[config.mk]
export PLATFORM = sky130hd
export DESIGN_NAME = shift_ctrl_flat
export DESIGN_NICKNAME = d
export VERILOG_FILES = /design/src/rtl/shift_pkg.sv /design/src/rtl/shift_ctrl_if.sv /design/src/rtl/shift_tick.sv /design/src/rtl/shift_ctrl.sv /design/src/flat_wrapper.sv
export SDC_FILE = /design/constraint.sdc
export NUM_CORES = 1
export LEC_CHECK = 0
export BUFFER_PORTS_ARGS = -buffer_cell sky130_fd_sc_hd__buf_2
export CAP_MARGIN = 15
export CORE_UTILIZATION = 32
export CTS_CLUSTER_DIAMETER = 80
export CTS_CLUSTER_SIZE = 40
export DETAILED_ROUTE_END_ITERATION = 8
export MAX_ROUTING_LAYER = met4
export PLACE_DENSITY = 0.61
export SETUP_SLACK_MARGIN = 0.4
export SYNTH_ARGS = -nofsm -noshare
export SYNTH_HDL_FRONTEND = slang
export SYNTH_SLANG_ARGS = --single-unit
[constraint.sdc]
create_clock -name clk -period 1.9 [get_ports clk]
set_input_delay 0.19 -clock clk [delete_from_list [all_inputs] [get_ports clk]]
set_output_delay 0.19 -clock clk [all_outputs]
set_load 0.01 [all_outputs]
[src/rtl/shift_pkg.sv]
// Shared definitions for the shift register datapath and its sequencing controller.
// Latency: n/a (types and constant functions only).
// Backpressure: n/a.
package shift_pkg;

  // Controller state encodings; the numeric values are relied on by other benches.
  typedef enum logic [1:0] {
    ST_IDLE  = 2'd0,
    ST_LOAD  = 2'd1,
    ST_SHIFT = 2'd2,
    ST_DONE  = 2'd3
  } state_t;

  // Width of a bit-count field able to hold 0..width inclusive.
  function automatic int cw_of(input int width);
    return $clog2(width) + 1;
  endfunction

endpackage

[src/rtl/shift_ctrl_if.sv]
// Bundle of word handshake, serial output and shift-register control signals for shift_ctrl.
// Latency: n/a (wiring only).
// Backpressure: data_valid/data_ready handshake; the word is taken when both are high.
// master: the parent side (word producer plus the shift register's out bus).
// slave : the controller.
interface shift_ctrl_if #(
  parameter int WIDTH = 8
);
  import shift_pkg::*;

  localparam int CW = cw_of(WIDTH);

  logic [WIDTH-1:0] data_in;
  logic             data_valid;
  logic             data_ready;
  logic [CW-1:0]    nbits;
  logic             abort;
  logic [WIDTH-1:0] sr_out;
  logic [WIDTH-1:0] sr_in;
  logic             sr_in_enable;
  logic             sr_shift_enable;
  logic             bit_out;
  logic             bit_valid;
  logic             busy;
  logic             done;

  modport master (
    output data_in, data_valid, nbits, abort, sr_out,
    input  data_ready, sr_in, sr_in_enable, sr_shift_enable,
           bit_out, bit_valid, busy, done
  );

  modport slave (
    input  data_in, data_valid, nbits, abort, sr_out,
    output data_ready, sr_in, sr_in_enable, sr_shift_enable,
           bit_out, bit_valid, busy, done
  );

endinterface

[src/rtl/shift_tick.sv]
// Bit-period counter: counts 0..BIT_CYCLES-1 while enabled and flags the last cycle of each period.
// Latency: tick is combinational from the registered count and en.
// Backpressure: none; clr has priority over en.
// Ports: clk, rst (async active-low), clr (restart period), en (count), tick (period end).
module shift_tick #(
  parameter int BIT_CYCLES = 1
) (
  input  logic clk,
  input  logic rst,
  input  logic clr,
  input  logic en,
  output logic tick
);

  localparam int CCW = (BIT_CYCLES > 1) ? $clog2(BIT_CYCLES) : 1;
  localparam logic [CCW-1:0] LAST = CCW'(BIT_CYCLES - 1);

  logic [CCW-1:0] ccnt;

  assign tick = en && (ccnt == LAST);

  always_ff @(posedge clk or negedge rst) begin
    if (!rst) begin
      ccnt <= '0;
    end else if (clr) begin
      ccnt <= '0;
    end else if (en) begin
      // Wrap on the period's last cycle so the next bit starts at zero.
      ccnt <= tick ? '0 : ccnt + CCW'(1);
    end
  end

endmodule

[src/rtl/shift_ctrl.sv]
// Sequencer for an external load/shift-right register: accept a word, load it, emit len bits LSB first.
// Latency: load in the cycle after accept, then len*BIT_CYCLES shift cycles, one done cycle.
// Backpressure: data_ready is high only in IDLE; abort returns to IDLE on the next edge.
// Ports: clk, rst (async active-low), bus (shift_ctrl_if slave: word in, sr_* control, serial out, status).
module shift_ctrl
  import shift_pkg::*;
#(
  parameter int WIDTH      = 8,
  parameter int BIT_CYCLES = 1
) (
  input  logic         clk,
  input  logic         rst,
  shift_ctrl_if.slave  bus
);

  localparam int CW = cw_of(WIDTH);
  localparam logic [CW-1:0] WIDTH_C = CW'(WIDTH);

  state_t           state;
  state_t           state_nxt;
  logic [CW-1:0]    len;
  logic [CW-1:0]    bcnt;
  logic [WIDTH-1:0] sr_in_q;
  logic             ready_q;
  logic             load_q;
  logic             bit_valid_q;
  logic             busy_q;
  logic             done_q;
  logic             accept;
  logic             tick;
  logic             last_bit;
  logic             tick_clr;
  logic             tick_en;

  // A zero or oversized request means a full word.
  function automatic logic [CW-1:0] clamp_len(input logic [CW-1:0] n);
    return ((n == '0) || (n > WIDTH_C)) ? WIDTH_C : n;
  endfunction

  assign accept   = (state == ST_IDLE) && bus.data_valid && ready_q;
  assign tick_clr = (state == ST_LOAD);
  assign tick_en  = (state == ST_SHIFT);
  assign last_bit = tick && (bcnt == (len - CW'(1)));

  shift_tick #(
    .BIT_CYCLES (BIT_CYCLES)
  ) u_tick (
    .clk  (clk),
    .rst  (rst),
    .clr  (tick_clr),
    .en   (tick_en),
    .tick (tick)
  );

  always_comb begin
    state_nxt = state;
    case (state)
      ST_IDLE:  if (accept) state_nxt = ST_LOAD;
      ST_LOAD:  state_nxt = ST_SHIFT;
      ST_SHIFT: if (last_bit) state_nxt = ST_DONE;
      ST_DONE:  state_nxt = ST_IDLE;
      default:  state_nxt = ST_IDLE;
    endcase
    if (bus.abort && (state != ST_IDLE)) state_nxt = ST_IDLE;
  end

  // Status/strobe outputs are decoded from the next state so they are registered
  // yet line up with the state they describe.
  always_ff @(posedge clk or negedge rst) begin
    if (!rst) begin
      state       <= ST_IDLE;
      ready_q     <= 1'b0;
      load_q      <= 1'b0;
      bit_valid_q <= 1'b0;
      busy_q      <= 1'b0;
      done_q      <= 1'b0;
      sr_in_q     <= '0;
      len         <= '0;
      bcnt        <= '0;
    end else begin
      state       <= state_nxt;
      ready_q     <= (state_nxt == ST_IDLE);
      load_q      <= (state_nxt == ST_LOAD);
      bit_valid_q <= (state_nxt == ST_SHIFT);
      busy_q      <= (state_nxt != ST_IDLE);
      done_q      <= (state_nxt == ST_DONE);
      if (accept) begin
        sr_in_q <= bus.data_in;
        len     <= clamp_len(bus.nbits);
      end
      if (state == ST_LOAD) begin
        bcnt <= '0;
      end else if (tick) begin
        bcnt <= bcnt + CW'(1);
      end
    end
  end

  assign bus.data_ready      = ready_q;
  assign bus.sr_in           = sr_in_q;
  assign bus.sr_in_enable    = load_q;
  assign bus.sr_shift_enable = tick;
  assign bus.bit_out         = bus.sr_out[0];
  assign bus.bit_valid       = bit_valid_q;
  assign bus.busy            = busy_q;
  assign bus.done            = done_q;

endmodule

[src/flat_wrapper.sv]
// flat-port wrapper written by rule: the top's interface ports become plain ports
module shift_ctrl_flat import shift_pkg::*;
#(
  parameter int WIDTH      = 8,
  parameter int BIT_CYCLES = 1
)
  (clk, rst, bus_data_in, bus_data_valid, bus_nbits, bus_abort, bus_sr_out, bus_data_ready, bus_sr_in, bus_sr_in_enable, bus_sr_shift_enable, bus_bit_out, bus_bit_valid, bus_busy, bus_done);
  shift_ctrl_if #(.WIDTH(WIDTH)) bus_i ();
  input  logic clk;
  input  logic rst;
  input wire logic [$bits(bus_i.data_in)-1:0] bus_data_in;
  input wire logic [$bits(bus_i.data_valid)-1:0] bus_data_valid;
  input wire logic [$bits(bus_i.nbits)-1:0] bus_nbits;
  input wire logic [$bits(bus_i.abort)-1:0] bus_abort;
  input wire logic [$bits(bus_i.sr_out)-1:0] bus_sr_out;
  output wire logic [$bits(bus_i.data_ready)-1:0] bus_data_ready;
  output wire logic [$bits(bus_i.sr_in)-1:0] bus_sr_in;
  output wire logic [$bits(bus_i.sr_in_enable)-1:0] bus_sr_in_enable;
  output wire logic [$bits(bus_i.sr_shift_enable)-1:0] bus_sr_shift_enable;
  output wire logic [$bits(bus_i.bit_out)-1:0] bus_bit_out;
  output wire logic [$bits(bus_i.bit_valid)-1:0] bus_bit_valid;
  output wire logic [$bits(bus_i.busy)-1:0] bus_busy;
  output wire logic [$bits(bus_i.done)-1:0] bus_done;
  assign bus_i.data_in = bus_data_in;
  assign bus_i.data_valid = bus_data_valid;
  assign bus_i.nbits = bus_nbits;
  assign bus_i.abort = bus_abort;
  assign bus_i.sr_out = bus_sr_out;
  assign bus_data_ready = bus_i.data_ready;
  assign bus_sr_in = bus_i.sr_in;
  assign bus_sr_in_enable = bus_i.sr_in_enable;
  assign bus_sr_shift_enable = bus_i.sr_shift_enable;
  assign bus_bit_out = bus_i.bit_out;
  assign bus_bit_valid = bus_i.bit_valid;
  assign bus_busy = bus_i.busy;
  assign bus_done = bus_i.done;
  shift_ctrl #(.WIDTH(WIDTH), .BIT_CYCLES(BIT_CYCLES)) u_core (.clk(clk), .rst(rst), .bus(bus_i));
endmodule
# Yosys cells after proc, flatten, opt, wreduce, memory -nomap -nowiden
# Cells that the tools add are included.
# totals
regBits	24
in_bits	24
output_inout_bits	15
elab_cells	45
# op_classes
add_sub_neg	3
order_cmp	1
n_eq_ne	7
muxes	10
bitwise	1
reduce_logical	13
# ops
op	count
$mux 4	3
$eq 2x2->1 const B	4
$pmux 2 s4	1
$reduce_bool 2->1	4
$mux 2	3
$logic_and 1x1->1	5
$add 4x1->4 const B	1
$eq 2x1->1 const B	2
$eq 4x4->1	1
$gt 4x4->1 const B	1
$logic_not 2->1	2
$logic_not 4->1	1
$sub 4x1->4 const B	1
$mux 1	3
$add 1x1->1 const B	1
$logic_or 1x1->1	1
$not 1->1	1

# Longest topological paths before layout
# Gate-level depths: netlist of run 1.
# logic_depth
depth_word	7
depth_mapped	8
ltp_nobuf	7

# Cells and area by module
# From an unflattened synthesis of run 1, not the netlist that was laid out.
# hier_totals
hier_cells	115
area_unflattened_um2	1156.1
# by_module_without_submodules
module	instances	cells_each	area_each_um2	seq_area_each_um2
shift_ctrl	1	112	1109.8	575.6
shift_tick	1	3	46.3	25.0

# Worst setup path after synthesis of run 1
# Ideal clock, no wire load.
# synth_timing
path_type	reg-to-reg
startpoint	register u_core.state[0]
endpoint	register u_core.done_q (netlist: u_core.bus.done)
setup_time_ns	0.066
t_arrival_ns	1.540
required_ns	1.834
setup_slack_ns	0.294
stages_incl_launch_ff	8
path_buffers	1
synth_period_minus_slack_ns	1.606
path_cell_list	dfrtp_1 -> inv_1 -> ha_1 -> nor2b_1 -> buf_2 -> nor4b_2 -> a311o_1 -> and3_1
# synth_between
elab_chain_cells	7
elab_cells_between_ends	15
cone_classes	eq/ne: 4; mux: 4; reduce/logical: 7
# synth_rtl
item	line_no	rtl
start, declared	shift_ctrl.sv:19	state_t state;
start signal, assigned	shift_ctrl.sv:81	state <= state_nxt;
$eq 2x2->1	shift_ctrl.sv:42	assign tick_en = (state == ST_SHIFT);
$logic_and 1x1->1	shift_tick.sv:20	assign tick = en && (ccnt == LAST);
net bus_sr_shift_enable	flat_wrapper.sv:19	output wire logic [$bits(bus_i.sr_shift_enable)-1:0] bus_sr_shift_enable;
$logic_and 1x1->1	shift_ctrl.sv:43	assign last_bit = tick && (bcnt == (len - CW'(1)));
$mux 2	shift_ctrl.sv:60	ST_SHIFT: if (last_bit) state_nxt = ST_DONE;
$pmux 2 s4	shift_ctrl.sv:57	case (state)
$mux 2	shift_ctrl.sv:64	if (bus.abort && (state != ST_IDLE)) state_nxt = ST_IDLE;
$eq 2x2->1	shift_ctrl.sv:86	done_q <= (state_nxt == ST_DONE);
end signal, assigned	shift_ctrl.sv:86	
end, declared	shift_ctrl.sv:28	logic done_q;
# The timed path passes the listed nets, and every way through them passes these cells.
# A chain may end at the register's enable or synchronous reset.

# Worst setup path in the final report of run 1
# layout_timing
startpoint	register u_core.len[0]
endpoint	register u_core.ready_q (netlist: u_core.bus.data_ready)
# layout_between
elab_chain_cells	7
# layout_rtl
item	line_no	rtl
start, declared	shift_ctrl.sv:21	logic [CW-1:0] len;
start signal, assigned	shift_ctrl.sv:89	len <= clamp_len(bus.nbits);
$sub 4x1->4	shift_ctrl.sv:43	
$eq 4x4->1	shift_ctrl.sv:43	
$logic_and 1x1->1	shift_ctrl.sv:43	
$mux 2	shift_ctrl.sv:60	
$pmux 2 s4	shift_ctrl.sv:57	
$mux 2	shift_ctrl.sv:64	
net u_core.state_nxt[0]	shift_ctrl.sv:20	state_t state_nxt;
$logic_not 2->1	shift_ctrl.sv:82	ready_q <= (state_nxt == ST_IDLE);
end signal, assigned	shift_ctrl.sv:82	
end, declared	shift_ctrl.sv:24	logic ready_q;
# The timed path passes the listed nets, and every way through them passes these cells.

==> results of run 1 <==
where the power goes:
group | switching [mW] | leakage [nW] | internal, mW
combinational | 0.665 | 0.411 | 0.758
sequential | 0.169 | 0.301 | 0.743
clock | 0.141 | 0.0138 | 0.0740
repair_timing:
action,CTS,global route
hold buffers,1,0
gates cloned,1,0
pin swaps,3,3
buffers inserted,5,4
endpoints found under the hold margin,24,0
setup endpoints to repair,15,13
resized for setup,8,4
cells in the mapped netlist, drive strengths merged:
| cell | instances |
|---|---|
| nor2b | 2 |
| a2bb2oi | 1 |
| a21oi | 1 |
| o21a | 1 |
| ha | 5 |
| mux2 | 9 |
| inv | 7 |
| nand2 | 4 |
| o21ai | 5 |
| nand2b | 1 |
| nor3 | 3 |
| nor2 | 7 |
| and3 | 2 |
| xnor3 | 1 |
| nand4 | 1 |
| nor4b | 1 |
| xor2 | 3 |
| xnor2 | 4 |
| a31oi | 1 |
| or2 | 1 |
| dfrtp | 24 |
| mux2i | 1 |
| nand3 | 1 |
| nand3b | 2 |
| buf | 3 |
| a311o | 1 |
state kept, by name, indices dropped and copies added, names as in the netlist, 2 cells and up:
register,cells
u_core.bus.sr_in,8
u_core.bcnt,4
u_core.len,4
u_core.state,2
worst max-delay path: stages, from the launching register on:
cell	delay (ns)
dfrtp_1	0.43
inv_2	0.09
ha_4	0.21
xnor2_4	0.13
nor4b_4	0.28
buf_4	0.16
a31oi_4	0.09
inv_2	0.09
nor2_2	0.04
cells by family after synthesis:
family,synth area share
AO/OA/AOI/OAI,0.0619
XOR/XNOR,0.0755
adder cells (fa/ha/maj),0.0563
buffers and inverters,0.0394
flip-flops,0.541
multiplexers,0.100
AND/OR/NAND/NOR,0.126
stage by stage:
step,worst slack [ns],instances,hold slack (ns),utilization,instance area (µm²)
floorplan,0.381,92,-0.106,-,1150
global placement,0.305,165,0.201,0.402,1340
detailed placement,0.255,165,0.210,0.402,1340
CTS,0.289,175,0.0885,0.437,1460
global route,0.190,179,0.0712,0.455,1520
finish,0.294,179,0.0903,0.455,1520
worst max path at each step:
stage / startpoint / end / slack [ns] / depth (start not counted)
after global placement: u_core.len[0] / u_core.bus.done / 0.30 / 6
after detailed placement: u_core.len[0] / u_core.bus.bit_valid / 0.26 / 6
after CTS: u_core.len[1] / u_core.bus.done / 0.29 / 6
after global routing: u_core.len[0] / u_core.bus.done / 0.19 / 5
final: u_core.len[0] / u_core.bus.data_ready / 0.29 / 8
after floorplan: u_core.state[0] / u_core.bus.done / 0.38 / 7
cells in the final DEF, fill, tap and decap left out, types with 2 or more instances in the layout:
cell / n
dfrtp_1: 24
buf_4: 8
mux2_1: 5
xnor2_1: 3
o21ai_0: 5
inv_2: 4
nor2_1: 6
nor3_1: 3
xor2_1: 3
buf_2: 28
clkbuf_4: 3
ha_1: 2
inv_1: 3
buf_6: 3
mux2_2: 4
nand3b_1: 2
nand2_1: 4
ha_4: 3
routing by layer:
layer / track usage / vias to the layer above / wire length, µm
met3: 0.0448 / 2 / 100
met5: - / - / 0
met4: 0.0292 / 0 / 19
li1: - / 395 / -
met1: 0.169 / 394 / 1060
met2: 0.242 / 24 / 1180
layout make-up:
| type | count | share of cell area |
|---|---|---|
| timing repair buffer | 40 | 0.161 |
| tap | 46 | 0.0379 |
| inverter | 7 | 0.0173 |
| multi-input combinational | 59 | 0.373 |
| clock buffer | 3 | 0.0148 |
| sequential | 24 | 0.396 |
==> results.py, run 1 <==
metrics = {
    "sta": {
        "setup_tns_ns": 0,
        "fin_crit_ns": 1.61,
        "finalCritPeriodShare": 0.845,
        "rsz0062_at_grt": "yes",
        "slew_violations": 0,
        "hold_viol": 0,
        "slew_headroom": 0.639,
        "setup_viol": 0,
        "fin_skew_ns": 0.00138,
        "fmax_ghz": 0.623,
        "tightest_slew_ns": 0.541,
    },
    "clock_network": {
        "cts_sinks": 24,
        "clock_latency_ns": 0.30,
        "cts_tree": "built",
        "cts.htree.levels": 1,
        "root_buffer": "clkbuf_4",
        "numCtsBuffers": 3,
        "clockBufferDepth": 2,
        "clk_pin_slew_worst_paths_ns": 0.12,
    },
    "min_path": {
        "hold_depth": 2,
        "hold-path-endpoint": "u_core.bus.sr_in[6]",
        "min-delay-start": "bus_data_in[6]",
        "holdCritPathClass": "input pin to flip-flop",
    },
    "routing": {
        "drc": 0,
        "wl_per_cell_um": 13.2,
        "routed_wl_um": 2360,
        "dr.pass1.iters": 5,
        "vias": 815,
        "postRouteAntennaNets": 0,
        "drt-initial-drc-count": 17,
        "via_per_inst": 4.55,
    },
    "floorplan": {
        "core_um2": 3340,
        "dieArea_um2": 3710,
        "rows": 21,
        "fp.dieH_um": 60.9,
        "die_w_um": 60.9,
        "start_util": 0.333,
        "ioPinCount": 39,
    },
    "critical_path": {
        "setup.worst_path.class": "flip-flop to flip-flop",
        "regToRegSetupSlack_ns": 0.29,
        "endpoint_kind": "flip-flop",
        "r2r-end": "u_core.bus.data_ready",
        "worst_ep_arrival_time_ns": 1.82,
        "r2r-start": "u_core.len[0]",
        "r2r_cells": 8,
        "path_max_fanout": 3,
        "start_kind": "flip-flop",
        "crit_required_ns": 2.11,
    },
    "synth": {
        "yosys_register_bits": 24,
        "synthTopCellsByArea": "dfrtp_1 (54%), ha_1 (5.6%), mux2_1 (5.1%), mux2_2 (4.1%), xnor2_1 (3.2%)",
        "yosys_warnings": 0,
        "syn_inst": 92,
        "synth_cell_type_count": 31,
        "yosysTopAreaCell": "dfrtp_1",
        "synth_fp_nets": 121,
        "synthesis.area_um2": 1110,
        "seq_area_frac_synth": 0.541,
        "synth_top_area_frac": 0.541,
        "syn_area_per_cell_um2": 12.1,
    },
    "cells_and_area": {
        "multi_input_area_um2": 567,
        "fillerInstances": 338,
        "seq_area_um2": 601,
        "diodes": 0,
        "drive_gt1_frac": 0.474,
        "final_nets": 164,
        "syn2layout_area_growth_pct": 36.6,
    },
    "pwr": {
        "powerDensity_nw_per_um2": 1680,
        "power.total_mw": 2.55,
        "p_leak_nw": 0.726,
        "ir_drop_mv": 0.970,
    },
    "job": {
        "drv_cap": 0,
    },
    "grt": {
        "track_usage": 0.144,
        "grt_max_degree": 25,
        "grt_pass1_wl_um": 3630,
        "antenna_found_initial": 0,
        "grt-ovfl-total": 0,
        "grt_pass1_vias": 817,
    },
    "place": {
        "io_buffers": 29,
        "gp_congestion": 0.790,
        "dp_hpwl_um": 1530,
    },
    "run_status": {
        "outcome": "finished, final reports clean",
    },
}
(Power assumes the default switching activity.)
==> run 2: changes to the inputs <==
clock period = 1.6 ns   (was 1.9 ns; I/O delays follow)
==> run 2 against run 1 <==
  * Clock skew is essentially flat
  * Via count grew 7.6%
  * Clock power grew 51%
  * Final cell count grew 5.6%
  * Worst setup slack lost 0.28 ns
  * Critical path type unchanged
  * Global-route usage grew 0.58 points
==> results.py, run 2 (synthesized netlist as in run 1, its figures left out) <==
metrics = {
    "sta": {
        "fin_skew_ns": 0.00115,
        "setup_ws_ns": 0.0154,
        "setup_tns_ns": 0,
        "rsz0062_at_grt": "yes",
        "finalCritPeriodShare": 0.990,
        "fmax_ghz": 0.631,
        "tightest_slew_ns": 0.538,
        "hold_viol": 0,
        "slew_violations": 0,
        "slew_headroom": 0.641,
        "fin_crit_ns": 1.58,
        "finalHoldWorstSlack_ns": 0.0703,
        "setup_viol": 0,
    },
    "critical_path": {
        "path_common_cell": "inv_2",
        "path_buf_inv": 3,
        "cpPeakStageDelay_ns": 0.41,
        "worst_ep_arrival_time_ns": 1.81,
        "critPathTopFamily": "flip-flops",
        "crit_chain": "inv_2, ha_4, xnor2_4, nor4b_4, buf_4, a31oi_4, inv_2, nor2_2",
        "crit_path_top_delay_cell": "dfrtp_1",
        "path_max_fanout": 3,
        "setup.worst_path.class": "flip-flop to flip-flop",
        "start_kind": "flip-flop",
        "crit_required_ns": 1.83,
        "endpoint_kind": "flip-flop",
    },
    "cells_and_area": {
        "seq_area_um2": 601,
        "final_nets": 173,
        "layout_commonest_cell": "buf_2",
        "syn2layout_area_growth_pct": 54.6,
        "drive_gt1_frac": 0.608,
        "final_cell_mix": "buf_2 (28), dfrtp_1 (24), buf_6 (11)",
        "final_cells": 189,
        "largest_reg_flops": 8,
        "multi_input_area_um2": 643,
        "design_area_um2": 1720,
        "fillerInstances": 301,
        "diodes": 0,
        "finish.utilization": 0.515,
    },
    "routing": {
        "postRouteAntennaNets": 0,
        "wl_per_cell_um": 13.8,
        "drc": 0,
        "dr.pass1.iters": 4,
        "vias": 877,
        "via_per_inst": 4.64,
        "routed_wl_um": 2610,
        "drt-initial-drc-count": 12,
    },
    "place": {
        "dp_hpwl_um": 1610,
        "dp.cells": 169,
        "dpl_cell_area_um2": 1370,
        "place_ws_ns": 0.0132,
        "io_buffers": 29,
        "gp_congestion": 0.737,
    },
    "pwr": {
        "p_sw_frac": 0.370,
        "powerDensity_nw_per_um2": 2120,
        "ir_drop_mv": 1.00,
        "power.internal_mw": 2.29,
        "seq_power_share": 0.303,
        "p_leak_nw": 0.822,
        "p_comb_frac": 0.607,
        "p_switching_mw": 1.35,
        "clkPwrFrac": 0.089,
        "power.total_mw": 3.64,
    },
    "job": {
        "drv_cap": 0,
    },
    "floorplan": {
        "dieArea_um2": 3710,
        "start_util": 0.333,
        "core_um2": 3340,
        "die_w_um": 60.9,
        "rows": 21,
        "fp.dieH_um": 60.9,
        "ioPinCount": 39,
    },
    "grt": {
        "grt_pass1_vias": 857,
        "antenna_found_initial": 0,
        "grt-ovfl-total": 0,
        "grt_pass1_wl_um": 3820,
        "grt_max_degree": 25,
        "track_usage": 0.149,
    },
    "run_status": {
        "outcome": "finished, final reports clean",
    },
    "clock_network": {
        "clockBufferDepth": 2,
        "clk_pin_slew_worst_paths_ns": 0.13,
        "numCtsBuffers": 3,
        "cts_sinks": 24,
        "cts.htree.levels": 1,
        "cts_tree": "built",
        "clock_latency_ns": 0.31,
        "root_buffer": "clkbuf_4",
    },
    "min_path": {
        "holdCritPathClass": "input pin to flip-flop",
    },
}
==> run 2: changes by cell type in the layout (fill, tap and decap cells not counted), sizes merged <==
cell    change
clkbuf      +1
buf         +9
==> run 2: worst paths after layout <==
path,from,to,slack [ns],cells after the start
worst min-delay path,bus_data_in[4],u_core.bus.sr_in[4],0.07,2
worst max register to register,u_core.len[0],u_core.bus.data_ready,0.02,8
max in group asynchronous,rst,u_core.bus.busy,0.91,2
worst min register to register,u_core.bus.sr_in[6],u_core.bus.sr_in[6],0.53,1
worst max-delay path,u_core.len[0],u_core.bus.data_ready,0.02,8
min in group asynchronous,rst,u_core.bcnt[2],0.34,2
==> run 2: power groups by stage <==
stage	Sequential, mW	Combinational (mW)	Clock (mW)
after floorplan	1.13	0.918	0
after global placement	1.06	1.39	0
after detailed placement	1.07	1.42	0
after CTS	1.08	1.75	0.333
after global routing	1.14	2.38	0.364
final	1.10	2.21	0.325
==> run 2: timing repair <==
| action | in CTS | in global routing |
|---|---|---|
| setup endpoints to repair | 24 | 25 |
| hold endpoints to repair | 24 | 0 |
| hold buffers | 1 | 0 |
| buffers inserted | 6 | 8 |
| gates cloned | 1 | 0 |
| pin swaps | 10 | 16 |
| gates resized for setup | 17 | 28 |
==> run 2: routing by layer <==
metal,part of all wire,global-route usage,up-vias,wire (µm)
li1,-,-,413,-
met1,0.46,0.194,439,1200
met2,0.48,0.232,17,1260
met3,0.027,0.0192,8,71
met4,0.030,0.0682,0,78
met5,0,-,-,0
==> run 2: cell type report <==
class | count | area share
Clock buffer | 4 | 0.0211
Inverter | 7 | 0.0153
Multi-Input combinational cell | 59 | 0.374
Sequential cell | 24 | 0.350
Tap cell | 46 | 0.0335
Timing Repair Buffer | 49 | 0.206
==> run 3: changes to the inputs <==
CORE_MARGIN = 2   (was default)
PLACE_DENSITY = 0.62   (was 0.61)
==> run 3 against run 2 <==
  * The run now ends with setup timing left
  * Critical path depth fell by 2
  * Critical endpoint is now u_core.bus.done
  * Sequential power barely moved
  * Count of clock-buffer cells in the layout fell by 1
  * Sequential share of layout area rose by 1.7 points
==> results.py, run 3 (synthesized netlist as in run 1, its figures left out) <==
metrics = {
    "critical_path": {
        "worst_ep_arrival_time_ns": 1.88,
        "path_max_fanout": 2,
        "crit_required_ns": 1.87,
        "crit_path_top_delay_cell": "dfrtp_1",
        "setup.worst_path.class": "flip-flop to flip-flop",
        "crit_chain": "inv_2, ha_4, xnor2_4, nor4b_4, a311o_1, and3_1",
        "start_kind": "flip-flop",
        "endpoint_kind": "flip-flop",
        "cpPeakStageDelay_ns": 0.43,
    },
    "sta": {
        "fin_skew_ns": 0.00139,
        "setup_tns_ns": -0.00495,
        "setup_viol": 1,
        "finalHoldWorstSlack_ns": 0.0564,
        "setup_ws_ns": -0.00495,
        "hold_viol": 0,
        "rsz0062_at_grt": "yes",
        "finalCritPeriodShare": 1.00,
        "slew_violations": 0,
        "slew_headroom": 0.644,
        "fmax_ghz": 0.623,
        "tightest_slew_ns": 0.534,
        "fin_crit_ns": 1.60,
    },
    "routing": {
        "via_per_inst": 4.76,
        "dr.pass1.iters": 4,
        "drt-initial-drc-count": 27,
        "routed_wl_um": 2610,
        "wl_per_cell_um": 14.3,
        "drc": 0,
        "postRouteAntennaNets": 0,
        "vias": 866,
    },
    "floorplan": {
        "start_util": 0.333,
        "ioPinCount": 39,
        "fp.dieH_um": 62.9,
        "rows": 21,
        "dieArea_um2": 3960,
        "die_w_um": 62.9,
        "core_um2": 3340,
    },
    "cells_and_area": {
        "final_cell_mix": "buf_2 (28), dfrtp_1 (24), mux2_4 (9)",
        "seq_area_um2": 601,
        "layout_commonest_cell": "buf_2",
        "finish.utilization": 0.491,
        "final_cells": 182,
        "syn2layout_area_growth_pct": 47.5,
        "fillerInstances": 323,
        "design_area_um2": 1640,
        "drive_gt1_frac": 0.559,
        "diodes": 0,
        "final_nets": 166,
        "multi_input_area_um2": 616,
        "largest_reg_flops": 8,
    },
    "pwr": {
        "power.total_mw": 3.54,
        "powerDensity_nw_per_um2": 2160,
        "p_leak_nw": 0.791,
        "ir_drop_mv": 0.814,
    },
    "clock_network": {
        "clockBufferDepth": 2,
        "cts.htree.levels": 1,
        "clock_latency_ns": 0.32,
        "cts_sinks": 24,
        "root_buffer": "clkbuf_4",
        "cts_tree": "built",
        "clk_pin_slew_worst_paths_ns": 0.14,
        "numCtsBuffers": 3,
    },
    "grt": {
        "grt_pass1_wl_um": 4220,
        "grt_pass1_vias": 899,
        "grt_max_degree": 25,
        "track_usage": 0.142,
        "antenna_found_initial": 0,
        "grt-ovfl-total": 0,
    },
    "run_status": {
        "outcome": "finished with violations",
        "violations": "setup timing",
    },
    "place": {
        "dp.cells": 169,
        "dpl_cell_area_um2": 1370,
        "dp_hpwl_um": 1680,
        "place_ws_ns": -0.00775,
        "gp_congestion": 0.731,
        "io_buffers": 29,
    },
    "min_path": {
        "holdCritPathClass": "input pin to flip-flop",
    },
    "job": {
        "drv_cap": 0,
    },
}
run 3: cell count changes in the layout (fill, tap and decap cells not counted), sizes merged:
cell and change:
buf -7, bufinv +1, clkbuf -1
run 3: timing repair:
| item | in CTS | in global routing |
|---|---|---|
| pin swaps | 7 | 7 |
| setup endpoints to repair | 24 | 25 |
| endpoints found under the hold margin | 24 | 0 |
| cloned | 1 | 0 |
| hold buffers | 1 | 0 |
| setup buffers | 6 | 1 |
| resized for setup | 17 | 19 |
run 3: final timing paths:
kind	cells past startpoint	endpoint	startpoint	slack [ns]
worst max-delay path	6	u_core.bus.done	u_core.len[1]	-0.005
worst min-delay path	2	u_core.bus.sr_in[3]	bus_data_in[3]	0.06
worst max register to register	6	u_core.bus.done	u_core.len[1]	-0.005
worst min register to register	1	u_core.bus.sr_in[0]	u_core.bus.sr_in[0]	0.53
max in group asynchronous	2	u_core.len[0]	rst	0.92
min in group asynchronous	2	u_core.bcnt[2]	rst	0.33
run 3: worst max-delay path, delay by kind of cell, from the launching register on:
| kind | cells | cell delay [ns] |
|---|---|---|
| and+or+nand+nor | 2 | 0.45 |
| DFF | 1 | 0.43 |
| AOI/OAI and AO/OA | 1 | 0.24 |
| adders and majority gates | 1 | 0.22 |
| xor gates and xnor gates | 1 | 0.13 |
| buffers and inverters | 1 | 0.09 |
run 3: power by group:
part           total (mW)  switching [mW]  leakage [nW]  internal, mW
sequential           1.11           0.224         0.301         0.882
clock               0.451           0.198        0.0279         0.253
combinational        1.98           0.853         0.462          1.13
total                3.54            1.27         0.791          2.26
run 3: final cells by class:
type                    instances  share of cell area
multi-input cells              59               0.376
flip-flops and latches         24               0.366
repair buffers                 42               0.175
well taps                      46              0.0351
clock inverters                 1              0.0183
inverters                       7              0.0160
clock buffers                   3              0.0137
run 3: layer usage:
layer / part of all wire / track usage
met1: 0.46 / 0.186
met2: 0.47 / 0.222
met3: 0.041 / 0.0180
met4: 0.028 / 0.0583
met5: 0 / -
